--- config.mk ---
export PLATFORM = sky130hd
export DESIGN_NAME = fetch_queue
export DESIGN_NICKNAME = d
export VERILOG_FILES = /design/src/rtl/fetch_queue.sv
export SDC_FILE = /design/constraint.sdc
export NUM_CORES = 1
export LEC_CHECK = 0
export CAP_MARGIN = 25
export CORE_ASPECT_RATIO = 1.4
export CORE_MARGIN = 2
export CORE_UTILIZATION = 43
export CTS_CLUSTER_SIZE = 16
export DETAILED_ROUTE_END_ITERATION = 8
export GPL_TIMING_DRIVEN = 0
export PLACE_DENSITY = 0.81
export SYNTH_ARGS = -nofsm -noshare
export SYNTH_HDL_FRONTEND = slang
export SYNTH_SLANG_ARGS = --single-unit
--- constraint.sdc ---
create_clock -name clk -period 5.4 [get_ports clk]
set_clock_uncertainty 0.1 [all_clocks]
set_input_delay 0.54 -clock clk [delete_from_list [all_inputs] [get_ports clk]]
set_output_delay 0.54 -clock clk [all_outputs]
set_load 0.02 [all_outputs]
--- src/rtl/fetch_queue.sv ---
// fetch_queue: FIFO between fetch and decode with stall back-pressure and flush on redirect.
// Define IFQ_PERF_CNT_EN to add the bubble_cnt decode-starvation counter.
module fetch_queue #(
    parameter int DEPTH = 2,
    parameter int AW    = 1
) (
    input  logic        clk,
    input  logic        rst,
    input  logic        in_valid,
    input  logic [31:0] in_pc,
    input  logic [31:0] in_inst,
    input  logic        flush,
    output logic        if_stall,
    input  logic        id_ready,
    output logic        id_valid,
    output logic [31:0] id_pc,
    output logic [31:0] id_inst
`ifdef IFQ_PERF_CNT_EN
    ,
    output logic [31:0] bubble_cnt
`endif
);
    localparam logic [AW:0] FULL_CNT = DEPTH[AW:0];
    logic [31:0] pc_q [DEPTH];
    logic [31:0] inst_q [DEPTH];
    logic [AW-1:0] wr_ptr_q, wr_ptr_d, rd_ptr_q, rd_ptr_d;
    logic [AW:0] cnt_q, cnt_d;
    logic full, empty, push, pop;
    always_comb begin
        full     = cnt_q == FULL_CNT;
        empty    = cnt_q == '0;
        push     = in_valid & ~full & ~flush;
        pop      = ~empty & id_ready & ~flush;
        wr_ptr_d = flush ? '0 : wr_ptr_q + AW'(push);
        rd_ptr_d = flush ? '0 : rd_ptr_q + AW'(pop);
        cnt_d    = flush ? '0 : cnt_q + (AW+1)'(push) - (AW+1)'(pop);
        if_stall = full;
        id_valid = ~empty;
        id_pc    = empty ? '0 : pc_q[rd_ptr_q];
        id_inst  = empty ? '0 : inst_q[rd_ptr_q];
    end
    always_ff @(posedge clk or posedge rst) begin
        if (rst) begin
            wr_ptr_q <= '0;
            rd_ptr_q <= '0;
            cnt_q    <= '0;
        end else begin
            wr_ptr_q <= wr_ptr_d;
            rd_ptr_q <= rd_ptr_d;
            cnt_q    <= cnt_d;
        end
    end
    // Storage needs no reset: empty forces the outputs to NOP.
    always_ff @(posedge clk) begin
        if (push) begin
            pc_q[wr_ptr_q]   <= in_pc;
            inst_q[wr_ptr_q] <= in_inst;
        end
    end
`ifdef IFQ_PERF_CNT_EN
    logic [31:0] bubble_q, bubble_d;
    always_comb bubble_d = (id_ready & empty & ~&bubble_q) ? bubble_q + 32'd1 : bubble_q;
    always_ff @(posedge clk or posedge rst) begin
        if (rst) bubble_q <= '0;
        else     bubble_q <= bubble_d;
    end
    assign bubble_cnt = bubble_q;
`endif
endmodule

==> metrics.md <==
| Metric | Value |
|---|---|
| Status | finished, final reports clean |
| CTS Hold Bufs | 0 |
| CP Launch Type | flop |
| H-tree lvl count | 4 |
| Reg-to-reg critical path startpoint | cnt_q[1] |
| # DRC | 0 |
| Setup crit end kind | output pin |
| WP buf/inv | 3 |
| Vias in the first global route | between 3000 and 4000 |
| Row count | 47 |
| Area fraction in compound gates after synthesis | 0.000975 |
| Data arrival, critical path | 2.12 ns |
| R2r setup slk | 2.95 ns |
| Area growth syn-to-layout | 41.5% |
| Hold slack final | 0.221 ns |
| Maxcap violations | 0 |
| Final setup viols | 0 |
| Synthesized instance count | 295 |
| Switching power total | 830 uW |
| DIE AREA | roughly 13000 um2 |
| Worst Setup Path Type | flop to output pin |
| CTS tree | done |
| Final setup TNS | 0 ns |
| Final-layout fill cell count | roughly 900 |
| Int Pwr | about 2200 uW |
| Initial drt markers | 120 |
| Fraction of layout cells with a size suffix above 1 | 0.104 |
| Max Slew Vio Count | 0 |
| Sequential area share after synthesis | 0.768 |
| Largest net degree at the start of global routing | 65 |
| #FFs+latches synth | roughly 130 |
| Synth Warn # | 0 |
| Switching share of total power | 0.271 |
| Avg Cell Area, Syn | 17.4 um2 |
| Final Cycle Share | 0.510 |
| Critical Path Slowest Stage Cell | clkdlybuf4s50_1 |
| Setup bufs post-CTS | 0 |
| # diodes | 0 |
| I/O pins | between 100 and 150 |
| Chip Width | a little under 100 um |
| Synthesized net count | between 300 and 400 |
| Drt total wl | between 9 and 10 mm |
| CP delay by family, top | buffers and inverters |
| Worst Path Required | around 4.8 ns |
| Main combinational cell family by area after synthesis | multiplexers |
| Vias | around 2900 |
| Post-Synth Simple-Gate Area | 0.0573 |
| Leakage power total | approximately 0.0024 uW |
| Die Y-Extent | 133 um |
| Port buffer count | approximately 130 |
| Register share of total power | 0.394 |
| CTS max path bufs | 2 |
| Relative slew slack | 0.376 |
| CTS buffer count | 17 |
| Highest clock rate | 363 MHz |
| Crit-path max cell delay | roughly 0.56 ns |
| Netlist Area Pre-Place | just over 5000 um2 |
| Max Fanout on Critical Path | 10 |
| Combinational power share | 0.243 |
| Mux cell area share after synthesis | 0.127 |
| Worst-Margin Slew | 0.936 ns |
| Fin. Hold Viols | 0 |
| Global placement routability congestion | 0.695 |
| Post_cts resized | 0 |
| DR vias/cell | between 4 and 5 |
| Area share of xor/xnor cells in the synthesized design | 0.00439 |
| Clk pwr share | 0.363 |
| RSZ-0062 raised after global routing | false |
| Worst vdd ir | approximately 0.00040 V |
| Clk pin slew, worst setup/hold paths | about 0.060 ns |
| 1st-pass router iterations | 4 |
| Congestion Overflow GR | 0 |
| Final Power | approximately 3100 uW |
| Class of the worst hold path | primary input to async pin |
| Clock latency on the worst-skew pair | 0.40 ns |
| First-pass GRT wire length | approximately 16 mm |
| Wire length per cell | approximately 16 um |
| Number of antenna-violating nets in the routed design | 0 |
| Post-synthesis adder-cell area fraction | 0.00975 |
| Post-synthesis cell type count | 18 |
| Root Buffer | clkbuf_16 |
| R2R cell count | 3 |
| RR Endpoint | inst_q[1][11] |
| Final #Nets | 521 |
| GR Util All Layers | 0.165 |
| CTS sink count | 132 |
| Initial core utilization | 0.437 |
| CP Cell Sequence | nor2_1, buf_2, buf_2, nor2_1, clkdlybuf4s50_1 |
| Core region area | ~12000 um2 |
| DPL Wire Length | between 6 and 7 mm |
| Cell Pwr Density | between 400 and 500 nW/um2 |
| Initial antenna violation count | 0 |
| Final min period | ~2.8 ns |
cells in the final DEF (no fill, tap or decap):
master	instances
nor3b_1	1
buf_12	5
clkinv_2	2
buf_6	1
inv_2	1
clkbuf_1	1
nor2b_1	3
ha_4	2
clkdlybuf4s50_1	134
clkinvlp_4	4
o21ai_1	1
mux2_2	1
dfrtp_1	4
buf_4	1
mux2i_1	64
or3b_1	1
clkinv_1	1
buf_2	6
ha_1	2
xnor3_1	1
inv_1	3
clkinv_4	3
bufinv_16	2
nor2_1	69
edfxtp_1	128
inv_6	3
clkbuf_16	17
cell type report:
cell class	instances	area [um2]	share of cell area
sequential	132	3940	0.543
timing repair buffer	134	1340	0.185
multi-input combinational	145	1050	0.144
clock buffer	17	425	0.0585
tap	147	184	0.0253
clock inverter	15	156	0.0215
buffer	14	153	0.0210
inverter	4	15.0	0.00207
how the worst max path moves through the flow:
stage | to | cells past startpoint | slack (ns) | start
floorplan | inst_q[1][0] | 3 | 2.41 | cnt_q[1]
global placement | inst_q[1][31] | 3 | 1.12 | flush
detailed placement | inst_q[1][16] | 3 | 2.37 | flush
CTS | id_inst[5] | 5 | 2.56 | cnt_q[0]
global route | id_pc[18] | 5 | 2.50 | cnt_q[0]
finish | id_inst[5] | 5 | 2.64 | cnt_q[1]
metrics by stage:
step	instances	area [um2]	setup slack (ns)	util
4_1_cts	608	7270	2.56	0.618
3_5_place_dp	576	6690	2.37	0.568
3_3_place_gp	576	6660	1.12	0.566
2_1_floorplan	295	5130	2.41	-
5_1_grt	608	7270	2.50	0.618
6_report	608	7270	2.64	0.618
Yosys cell counts:
cell | instances | area, um2
edfxtp_1 | 128 | 3840
nor2_1 | 69 | 259
mux2i_1 | 64 | 641
buf_2 | 6 | 30.0
buf_12 | 5 | 100
dfrtp_1 | 4 | 100
ha_1 | 4 | 50.1
inv_1 | 3 | 11.3
nor2b_1 | 3 | 18.8
buf_4 | 1 | 7.51
buf_6 | 1 | 11.3
clkbuf_1 | 1 | 3.75
inv_2 | 1 | 3.75
mux2_2 | 1 | 11.3
nor3b_1 | 1 | 7.51
o21ai_1 | 1 | 5.00
or3b_1 | 1 | 8.76
xnor3_1 | 1 | 22.5
metal layers:
metal	global-route usage	up-vias	wire length (um)
met4	0.0775	0	152
met2	0.286	97	5420
li1	-	1398	-
met3	0.0509	12	567
met5	0	-	0
met1	0.180	1405	3780
power by group through the flow:
stage / registers, uW / logic, uW / clock network (uW)
detailed placement: 1230 / 753 / 0
CTS: 1210 / 757 / 1140
global route: 1210 / 799 / 1180
finish: 1210 / 743 / 1110
floorplan: 1220 / 419 / 0
global placement: 1230 / 740 / 0
cells by family (layout without fill, tap and decap cells):
family / Yosys count / in the layout
XOR/XNOR: 1 / 1
adder cells (fa/ha/maj): 4 / 4
buffers and inverters: 18 / 184
multiplexers: 65 / 65
AO/OA/AOI/OAI: 1 / 1
flip-flops: 132 / 132
AND/OR/NAND/NOR: 74 / 74
flip-flops by register name, indices dropped and copies added, names as in the netlist:
name	cells
inst_q	64
pc_q	64
cnt_q	2
rd_ptr_q	1
wr_ptr_q	1
(Power assumes the default switching activity.)
